**src/rtl/alu_pkg.sv**
```systemverilog
// ----------------------------------------------------------------------------
// alu_pkg
// Shared definitions for the ALU and its front-end arbiter:
//   - W, OP_W        default operand and opcode widths
//   - alu_op_e       opcode encodings decoded by alu
//   - REQ_EX/REQ_AUX requester indices used by the arbiter
//   - alu_uses_sub() true for opcodes whose adder path subtracts
// ----------------------------------------------------------------------------
package alu_pkg;

  localparam int W    = 32;
  localparam int OP_W = 4;

  typedef enum logic [OP_W-1:0] {
    ALU_ADD  = 4'd0,
    ALU_SUB  = 4'd1,
    ALU_AND  = 4'd2,
    ALU_OR   = 4'd3,
    ALU_XOR  = 4'd4,
    ALU_SLL  = 4'd5,
    ALU_SRL  = 4'd6,
    ALU_SRA  = 4'd7,
    ALU_SLT  = 4'd8,
    ALU_SLTU = 4'd9
  } alu_op_e;

  localparam int REQ_EX  = 0;
  localparam int REQ_AUX = 1;

  // The zero flag always comes from the adder; compare-type opcodes drive it
  // in subtract mode so that zero means "operands equal".
  function automatic logic alu_uses_sub(input logic [OP_W-1:0] op);
    return (op == ALU_SUB) || (op == ALU_SLT) || (op == ALU_SLTU);
  endfunction

endpackage

```
**src/rtl/alu.sv**
```systemverilog
// ----------------------------------------------------------------------------
// alu
// Purely combinational ALU.
//   a_i, b_i   operands (W bits)
//   alu_op_i   opcode (alu_pkg::alu_op_e encodings)
//   c_o        result
//   zero_o     adder-path result is zero (a+b, or a-b for SUB/SLT/SLTU)
// ----------------------------------------------------------------------------
module alu #(
  parameter int W    = alu_pkg::W,
  parameter int OP_W = alu_pkg::OP_W
) (
  input  logic [W-1:0]    a_i,
  input  logic [W-1:0]    b_i,
  input  logic [OP_W-1:0] alu_op_i,
  output logic [W-1:0]    c_o,
  output logic            zero_o
);

  localparam int SHW = $clog2(W);

  logic [SHW-1:0] shamt;
  logic [W-1:0]   add_res;

  assign shamt   = b_i[SHW-1:0];
  assign add_res = alu_pkg::alu_uses_sub(alu_op_i) ? (a_i - b_i) : (a_i + b_i);
  assign zero_o  = (add_res == '0);

  always_comb begin
    c_o = '0;
    case (alu_op_i)
      alu_pkg::ALU_ADD:  c_o = add_res;
      alu_pkg::ALU_SUB:  c_o = add_res;
      alu_pkg::ALU_AND:  c_o = a_i & b_i;
      alu_pkg::ALU_OR:   c_o = a_i | b_i;
      alu_pkg::ALU_XOR:  c_o = a_i ^ b_i;
      alu_pkg::ALU_SLL:  c_o = a_i << shamt;
      alu_pkg::ALU_SRL:  c_o = a_i >> shamt;
      alu_pkg::ALU_SRA:  c_o = $signed(a_i) >>> shamt;
      alu_pkg::ALU_SLT:  c_o = {{(W-1){1'b0}}, ($signed(a_i) < $signed(b_i))};
      alu_pkg::ALU_SLTU: c_o = {{(W-1){1'b0}}, (a_i < b_i)};
      default:           c_o = '0;
    endcase
  end

endmodule

```
**src/rtl/alu_rr_pick.sv**
```systemverilog
// ----------------------------------------------------------------------------
// alu_rr_pick
// Two-input round-robin picker.
//   clk, rst_n   clock / asynchronous active-low reset
//   elig_i[1:0]  requester eligibility
//   upd_en_i     allow the last-grant pointer to move on a grant
//   grant_o[1:0] one-hot grant (all-zero when nobody is eligible)
// The pointer remembers the last winner; on conflict the other one wins.
// It resets to 1 so requester 0 takes the first conflict.
// ----------------------------------------------------------------------------
module alu_rr_pick
  import alu_pkg::*;
(
  input  logic       clk,
  input  logic       rst_n,
  input  logic [1:0] elig_i,
  input  logic       upd_en_i,
  output logic [1:0] grant_o
);

  logic last_q;
  logic last_d;

  // State register
  always_ff @(posedge clk or negedge rst_n) begin
    if (!rst_n) begin
      last_q <= 1'b1;
    end else begin
      last_q <= last_d;
    end
  end

  // Next-state: pointer only moves on an actual grant
  always_comb begin
    last_d = last_q;
    if (upd_en_i && (grant_o != 2'b00)) begin
      last_d = grant_o[REQ_AUX];
    end
  end

  // Output: one-hot grant
  always_comb begin
    grant_o = 2'b00;
    case (elig_i)
      2'b01:   grant_o = 2'b01;
      2'b10:   grant_o = 2'b10;
      2'b11:   grant_o = last_q ? 2'b01 : 2'b10;
      default: grant_o = 2'b00;
    endcase
  end

endmodule

```
**src/rtl/alu_arbiter.sv**
```systemverilog
// ----------------------------------------------------------------------------
// alu_arbiter
// Time-shares one combinational alu between requester 0 (EX datapath) and
// requester 1 (branch/aux compare). At most one grant per cycle, round-robin
// on conflict; each result is held in a per-requester response register
// until its owner accepts it.
//   clk, rst_n                    clock / asynchronous active-low reset
//   req_valid_x / req_ready_x     request handshake (ready = grant, comb.)
//   req_a_x, req_b_x, req_op_x    operands and opcode
//   resp_valid_x / resp_ready_x   response handshake
//   resp_c_x, resp_zero_x         held ALU result and zero flag
//   conflict_cnt                  saturating count of both-eligible cycles
// ----------------------------------------------------------------------------
module alu_arbiter
  import alu_pkg::REQ_EX, alu_pkg::REQ_AUX;
#(
  parameter int W     = alu_pkg::W,
  parameter int OP_W  = alu_pkg::OP_W,
  parameter int CNT_W = 16
) (
  input  logic             clk,
  input  logic             rst_n,
  // requester 0
  input  logic             req_valid_0,
  output logic             req_ready_0,
  input  logic [W-1:0]     req_a_0,
  input  logic [W-1:0]     req_b_0,
  input  logic [OP_W-1:0]  req_op_0,
  output logic             resp_valid_0,
  input  logic             resp_ready_0,
  output logic [W-1:0]     resp_c_0,
  output logic             resp_zero_0,
  // requester 1
  input  logic             req_valid_1,
  output logic             req_ready_1,
  input  logic [W-1:0]     req_a_1,
  input  logic [W-1:0]     req_b_1,
  input  logic [OP_W-1:0]  req_op_1,
  output logic             resp_valid_1,
  input  logic             resp_ready_1,
  output logic [W-1:0]     resp_c_1,
  output logic             resp_zero_1,
  // statistics
  output logic [CNT_W-1:0] conflict_cnt
);

  logic [1:0]       req_valid;
  logic [1:0]       resp_ready;
  logic [1:0]       elig;
  logic [1:0]       grant;

  logic [1:0]       resp_valid_q, resp_valid_d;
  logic [1:0]       resp_zero_q,  resp_zero_d;
  logic [W-1:0]     resp_c_q [2];
  logic [W-1:0]     resp_c_d [2];

  logic [CNT_W-1:0] cnt_q, cnt_d;

  logic [W-1:0]     alu_a, alu_b, alu_c;
  logic [OP_W-1:0]  alu_op;
  logic             alu_zero;

  assign req_valid[REQ_EX]   = req_valid_0;
  assign req_valid[REQ_AUX]  = req_valid_1;
  assign resp_ready[REQ_EX]  = resp_ready_0;
  assign resp_ready[REQ_AUX] = resp_ready_1;

  // Per-requester eligibility and response register. A full register whose
  // owner is accepting this cycle counts as free, so it can drain and refill.
  for (genvar gi = 0; gi < 2; gi++) begin : g_req
    assign elig[gi] = req_valid[gi] & (~resp_valid_q[gi] | resp_ready[gi]);

    always_comb begin
      resp_valid_d[gi] = resp_valid_q[gi];
      resp_c_d[gi]     = resp_c_q[gi];
      resp_zero_d[gi]  = resp_zero_q[gi];
      if (grant[gi]) begin
        resp_valid_d[gi] = 1'b1;
        resp_c_d[gi]     = alu_c;
        resp_zero_d[gi]  = alu_zero;
      end else if (resp_ready[gi]) begin
        resp_valid_d[gi] = 1'b0;
      end
    end

    always_ff @(posedge clk or negedge rst_n) begin
      if (!rst_n) begin
        resp_valid_q[gi] <= 1'b0;
        resp_c_q[gi]     <= '0;
        resp_zero_q[gi]  <= 1'b0;
      end else begin
        resp_valid_q[gi] <= resp_valid_d[gi];
        resp_c_q[gi]     <= resp_c_d[gi];
        resp_zero_q[gi]  <= resp_zero_d[gi];
      end
    end
  end

  // Every grant is a real handshake, so the pointer may always advance.
  alu_rr_pick u_pick (
    .clk      (clk),
    .rst_n    (rst_n),
    .elig_i   (elig),
    .upd_en_i (1'b1),
    .grant_o  (grant)
  );

  assign req_ready_0 = grant[REQ_EX];
  assign req_ready_1 = grant[REQ_AUX];

  // With no grant the mux falls back to requester 0; that result is unused.
  assign alu_a  = grant[REQ_AUX] ? req_a_1  : req_a_0;
  assign alu_b  = grant[REQ_AUX] ? req_b_1  : req_b_0;
  assign alu_op = grant[REQ_AUX] ? req_op_1 : req_op_0;

  alu #(
    .W    (W),
    .OP_W (OP_W)
  ) u_alu (
    .a_i      (alu_a),
    .b_i      (alu_b),
    .alu_op_i (alu_op),
    .c_o      (alu_c),
    .zero_o   (alu_zero)
  );

  // Saturating conflict counter
  always_comb begin
    cnt_d = cnt_q;
    if ((elig == 2'b11) && (cnt_q != {CNT_W{1'b1}})) begin
      cnt_d = cnt_q + CNT_W'(1);
    end
  end

  always_ff @(posedge clk or negedge rst_n) begin
    if (!rst_n) begin
      cnt_q <= '0;
    end else begin
      cnt_q <= cnt_d;
    end
  end

  assign resp_valid_0 = resp_valid_q[REQ_EX];
  assign resp_c_0     = resp_c_q[REQ_EX];
  assign resp_zero_0  = resp_zero_q[REQ_EX];
  assign resp_valid_1 = resp_valid_q[REQ_AUX];
  assign resp_c_1     = resp_c_q[REQ_AUX];
  assign resp_zero_1  = resp_zero_q[REQ_AUX];
  assign conflict_cnt = cnt_q;

endmodule

```
**config.mk**
```make
export PLATFORM = sky130hd
export DESIGN_NAME = alu_arbiter
export DESIGN_NICKNAME = d
export VERILOG_FILES = /design/src/rtl/alu_pkg.sv /design/src/rtl/alu.sv /design/src/rtl/alu_rr_pick.sv /design/src/rtl/alu_arbiter.sv
export SDC_FILE = /design/constraint.sdc
export NUM_CORES = 1
export LEC_CHECK = 0
export ABC_AREA = 1
export BUFFER_PORTS_ARGS = -buffer_cell sky130_fd_sc_hd__buf_2
export CELL_PAD_IN_SITES_DETAIL_PLACEMENT = 0
export CELL_PAD_IN_SITES_GLOBAL_PLACEMENT = 1
export CORE_ASPECT_RATIO = 0.75
export CORE_UTILIZATION = 40
export DETAILED_ROUTE_END_ITERATION = 8
export PLACE_DENSITY = 0.88
export SLEW_MARGIN = 30
export SYNTH_ARGS = -nofsm -noshare
export SYNTH_HDL_FRONTEND = slang
export SYNTH_SLANG_ARGS = --single-unit
export TNS_END_PERCENT = 5
```
**constraint.sdc**
```tcl
create_clock -name clk -period 5.15 [get_ports clk]
set_input_delay 1.03 -clock clk [delete_from_list [all_inputs] [get_ports clk]]
set_output_delay 1.03 -clock clk [all_outputs]
set_load 0.1 [all_outputs]
```
### Word-level counts from Yosys, hierarchy flattened

Cells that the tools add are included.
Widths: inputs -> output; s select.

| word-level totals | value |
|---|---|
| register bits | 85 |
| bits in latches | 0 |
| RAM bits | 0 |
| ROM bits | 0 |
| bits of input ports | 142 |
| output and inout bits | 86 |
| logic and storage cells | 58 |
| memories | 0 |

| operators by class | value |
|---|---|
| add/subtract/negate cells | 3 |
| $mul | 0 |
| divide/modulo/power cells | 0 |
| $lt $le $gt $ge | 2 |
| equal/unequal tests | 13 |
| shift operators | 3 |
| muxes and demuxes | 11 |
| bitwise logic cells | 9 |
| reduce and logical (&&, ||, !) cells | 9 |

Operators with widths:

| cell | count |
|---|---|
| $pmux 32 s9 | 1 |
| $mux 32 | 3 |
| $lt 32x32->1 | 2 |
| $add 32x32->32 | 1 |
| $and 32x32->32 | 1 |
| $logic_not 32->1 | 1 |
| $or 32x32->32 | 1 |
| $shl 32x5->32 | 1 |
| $shr 32x5->32 | 1 |
| $sshr 32x5->32 | 1 |
| $sub 32x32->32 | 1 |
| $xor 32x32->32 | 1 |
| $add 16x1->16 const B | 1 |
| $eq 4x3->1 const B | 4 |
| $ne 16x16->1 const B | 1 |
| $eq 4x2->1 const B | 2 |
| $eq 4x4->1 const B | 2 |
| $pmux 2 s3 | 1 |
| $reduce_bool 2->1 | 3 |
| $eq 2x2->1 const B | 2 |
| $eq 4x1->1 const B | 1 |
| $logic_not 4->1 | 1 |
| $mux 1 | 4 |
| $mux 4 | 1 |
| 8 further kinds | 12 |

### Longest topological paths before layout

| depth | value |
|---|---|
| depth after elaboration | 11 |
| depth in mapped cells | 32 |

### By module

Synthesis repeated with hierarchy kept, for this count alone.

| second synthesis, totals | value |
|---|---|
| cell total of the unflattened synthesis | 2,621 |
| area total of the unflattened synthesis | 14,061.0 µm² |

Modules (own cells, without submodules):

| module | times used | cells an instance | area an instance (µm²) | seq. area each (µm²) |
|---|---|---|---|---|
| alu | 1 | 1,950 | 9,537.9 | 0.0 |
| alu_arbiter | 1 | 662 | 4,456.8 | 2,102.0 |
| alu_rr_pick | 1 | 9 | 66.3 | 26.3 |

### Least setup slack after synthesis

Ideal clock, no wire load.

| timing path | value |
|---|---|
| path type | in2reg |
| from | input resp_ready_0 |
| to | register resp_zero_q[1] (netlist: resp_zero_1) |
| setup time | 68 ps |
| arrival | 4,434 ps |
| required time | 5,082 ps |
| path slack | 649 ps |
| cell stages on the path | 28 |
| path buffers | 5 |
| cells stage by stage | inv_1 nand2_2 nand3_2 nand2_2 buf_6 buf_6 buf_2 o21ai_1 buf_2 buf_1 ha_1 inv_1 nand2_1 a31oi_1 nor2_1 o21ai_0 nand2_1 nand3_1 nand3_1 a21oi_1 nand2_1 nand2_1 nand2_1 nor2_1 nand2_1 nor2_1 nand4_1 nand2_1 |

| between the ends | value |
|---|---|
| word-level cells in the longest chain between the ends | 10 |
| elaborated cells on any way between the ends | 18 |
| classes of those cells | add/sub (2); eq/ne (6); mux (5); bitwise (2); reduce/logical (3) |

RTL lines:

| element | line | text |
|---|---|---|
| from (decl) | alu_arbiter.sv:30 | `input logic resp_ready_0,` |
| $or 1x1->1 (*) | alu_arbiter.sv:71 | `assign elig[gi] = req_valid[gi] & (~resp_valid_q[gi] \| resp_ready[gi]);` |
| $and 1x1->1 (*) | alu_arbiter.sv:71 |  |
| $eq 2x2->1 or $eq 2x1->1 (tied branches) | alu_rr_pick.sv:44 | `case (elig_i)` |
| $pmux 2 s3 (*) | alu_rr_pick.sv:44 |  |
| parallel branches: the longest is 6 deep, another holds $add 32x32->32 | n/a |  |
| to (signal, indexed assignment) | alu_arbiter.sv:94 | `resp_zero_q[gi] <= resp_zero_d[gi];` |
| to (decl) | alu_arbiter.sv:53 | `logic [1:0] resp_zero_q, resp_zero_d;` |

Mark *: on every way between the ends.
A chain may end at the register's enable or synchronous reset.

### Worst setup path after layout

| timing path | value |
|---|---|
| from | input resp_ready_0 |
| to | register resp_c_q, in the netlist resp_c_0[19] |

| between the ends | value |
|---|---|
| word-level cells in the longest chain between the ends | 10 |
| elaborated cells on any way between the ends | 32 |
| classes of those cells | add/sub (2); eq/ne (12); shift (3); mux (6); bitwise (5); reduce/logical (4) |

RTL lines:

| element | line | text |
|---|---|---|
| $or 1x1->1 (*) | alu_arbiter.sv:71 |  |
| $and 1x1->1 (*) | alu_arbiter.sv:71 |  |
| $eq 2x2->1 or $eq 2x1->1 (tied branches) | alu_rr_pick.sv:44 |  |
| $pmux 2 s3 (*) | alu_rr_pick.sv:44 |  |
| parallel branches: the longest is 6 deep, another holds $add 32x32->32 | n/a |  |
| to (signal, indexed assignment) | alu_arbiter.sv:93 | `resp_c_q[gi] <= resp_c_d[gi];` |
| to (decl) | alu_arbiter.sv:54 | `logic [W-1:0] resp_c_q [2];` |

Marked as above.

==> results.toml <==
[routing]
antenna_left = 0
wl_mm = 70.2
firstDrtPassIters = 6
drc_errors = 0
vias = 17400
via_per_inst = 5.75
wire_per_inst_um = 23.2
drt_iter0_markers = 2560

[sta]
fin_crit_sh = 0.963
drv_slew = 0
timing.fmax_mhz = 202
rsz0062_at_grt = "false"
slew_headroom = 0.307
skew_ns = 0.00524
setup_viol = 0
finalHoldViolCount = 0
setup_tns_ns = 0
tightestPinTransition_ns = 1.03
post-route-min-period_ns = 4.96

[final_layout]
final_cell_mix = "nand2_1, inv_1, buf_2, nor2_1, o21ai_0"
fill_cells = 3540
fin_nets = 2818
diodes = 0
layout-drive-gt1-share = 0.156
finalInstanceArea_sq_um = 15600
syn_to_final_growth_pct = 17.7
seqCellArea_sq_um = 2130
multi_input_area_sq_um = 9460
final_common_cell = "nand2_1"

[floorplan]
pin_count = 228
row_count = 57
initial_core_util = 0.408
fp.coreArea_sq_um = 32500
dieArea_sq_um = 33900
die_y_um = 160
chipWidth_um = 212

[power_and_ir_drop]
clockPowerShare = 0.089
p_int_mw = 2.47
switchingPower_mw = 4.64
p_comb_frac = 0.767
irDropWorstVdd_mv = 0.627
p_per_area_nw_per_um2 = 456
swShare = 0.652
power_mw = 7.11
seqPwrFrac = 0.144
leakagePower_nw = 8.62

[logic_synthesis]
ys_warn_count = 0
synth_edf_count = 0
syn-cell-area_sq_um = 13300
yosysUniqueCellTypes = 55
async_flop_share = 1.00
synth.net_count = 2584
synth-seq-cells = 85
yosysSeqAreaShare = 0.161
ys.flop_type = "dfrtp_1"
synth_area_per_cell_sq_um = 5.65
synthCells = 2344

[critical_path]
startpoint = "resp_ready_0"
critPathArrivalTime_ns = 5.18
start_kind = "primary input"
crit_fanout = 59
cp_data_required_time_ns = 5.38
r2r_start = "u_pick.last_q$_DFFE_PN1P_"
worstSetupPathType = "in -> reg"
critPathCaptureType = "register"
worstReg2RegEnd = "resp_c_0[19]$_DFFE_PN0P_"
r2r_slack_ns = 0.53
r2r_cells = 21
endpoint = "resp_c_0[19]$_DFFE_PN0P_"

[min_path]
hp-class = "reg -> reg"

[clock_tree]
clk_pin_slew_ns = 0.06
cts_tree = "done"
clock_latency_ns = 0.34
cts_root_buf = "clkbuf_16"
hold_buffers = 0
cts_max_level = 3
numCtsBuffers = 9
cts_buffer_depth = 2
post_cts_resize_count = 0
cts_sinks = 85
post_cts_buffers = 0

[global_route]
grt_overflow = 0
grt.total_usage = 0.407
first_global_vias = 15600
grt_pass1_wl_mm = 102
antenna_found_initial = 1
grt_max_degree = 86

[placed_design]
gp_congestion = 1.08
dp.final_hpwl_mm = 58.6
port_buffers = 227
placed_area_sq_um = 15300

[job]
drv_cap = 0

[outcome]
status = "complete, no violations"
## worst min-delay path by stage
| stage | from | to | slack, ns | depth (start not counted) |
|---|---|---|---|---|
| after floorplan | u_pick.last_q$_DFFE_PN1P_ | u_pick.last_q$_DFFE_PN1P_ | 0.45 | 2 |
| after global placement | resp_c_0[1]$_DFFE_PN0P_ | resp_c_0[1]$_DFFE_PN0P_ | 0.46 | 2 |
| after detailed placement | resp_c_0[1]$_DFFE_PN0P_ | resp_c_0[1]$_DFFE_PN0P_ | 0.46 | 2 |
| after CTS | resp_c_1[23]$_DFFE_PN0N_ | resp_c_1[23]$_DFFE_PN0N_ | 0.48 | 2 |
| after global routing | resp_c_0[23]$_DFFE_PN0P_ | resp_c_0[23]$_DFFE_PN0P_ | 0.50 | 2 |
| final | resp_c_0[1]$_DFFE_PN0P_ | resp_c_0[1]$_DFFE_PN0P_ | 0.47 | 2 |
## cell families after synthesis
family          Yosys count  synth area share
fa+ha+maj                98            0.0936
mux                      17            0.0128
buf+inv                 416             0.129
compound gates          514             0.223
flops                    85             0.161
simple gates           1189             0.365
xor+xnor                 25            0.0165
## synthesized netlist by cell type, types with 27 or more instances
cell      count  area share
ha_1         96       0.091
clkbuf_1     60       0.017
nor3_1       29       0.011
dfrtp_1      84        0.16
nand4_1      27       0.013
inv_1       289       0.082
o21ai_1      81       0.031
o21ai_0     160       0.060
nand2_1     771        0.22
o22ai_1      28       0.013
buf_2        38       0.014
nand3_1     142       0.054
nor2_1      189       0.054
a21oi_1     125       0.047
## power groups by stage
stage	Clock, mW	Sequential, mW	Combinational (mW)
2_1_floorplan	0	2.45	2.19
3_3_place_gp	0	1.03	5.27
3_5_place_dp	0	1.03	5.27
4_1_cts	0.634	1.02	5.29
5_1_grt	0.658	1.04	5.74
6_report	0.632	1.02	5.46
## final cells by class
| class | count | area share |
|---|---|---|
| multi-input cells | 1843 | 0.607 |
| flip-flops and latches | 85 | 0.136 |
| repair buffers | 342 | 0.131 |
| inverters | 297 | 0.0715 |
| well taps | 442 | 0.0355 |
| clock buffers | 12 | 0.0152 |
| clock inverters | 4 | 0.00313 |
## registers in the layout (all words and copies together) (netlist names)
signal         flops
resp_zero_1        1
u_pick.last_q      1
conflict_cnt      16
resp_c_1          32
resp_valid_1       1
resp_zero_0        1
resp_valid_0       1
resp_c_0          32
## worst max-delay path, cell delays in order
cell       delay [ns]
buf_2            0.08
inv_1            0.04
nand2_2          0.07
nand3_2          0.14
nand2_8          0.28
buf_12           0.28
nand2_1          0.09
o21ai_2          0.11
inv_1            0.09
ha_1             0.45
inv_1            0.18
a21oi_1          0.25
inv_1            0.13
a21oi_1          0.39
or2_2            0.23
nand2_1          0.17
nand2_1          0.15
nand2_1          0.06
nand2_1          0.05
nand2_1          0.09
a21boi_0         0.34
o2111ai_1        0.24
nand2_1          0.11
nand2_1          0.06
## metal layers
layer | part of all wire | routed length (um) | track usage
met3 | 0.14 | 9580 | 0.115
met5 | 0.00046 | 32 | 0
met4 | 0.036 | 2520 | 0.131
met1 | 0.46 | 32200 | 0.617
met2 | 0.37 | 25900 | 0.539
## per-stage QoR
step	hold WS, ns	util	instances	setup slack (ns)
2_1_floorplan	0.454	-	2344	0.649
3_3_place_gp	0.459	0.470	3008	0.0668
3_5_place_dp	0.462	0.471	3009	0.0225
4_1_cts	0.477	0.480	3025	0.351
5_1_grt	0.502	0.480	3025	0.0202
6_report	0.475	0.480	3025	0.191
Power figures use the tool's default switching activity.
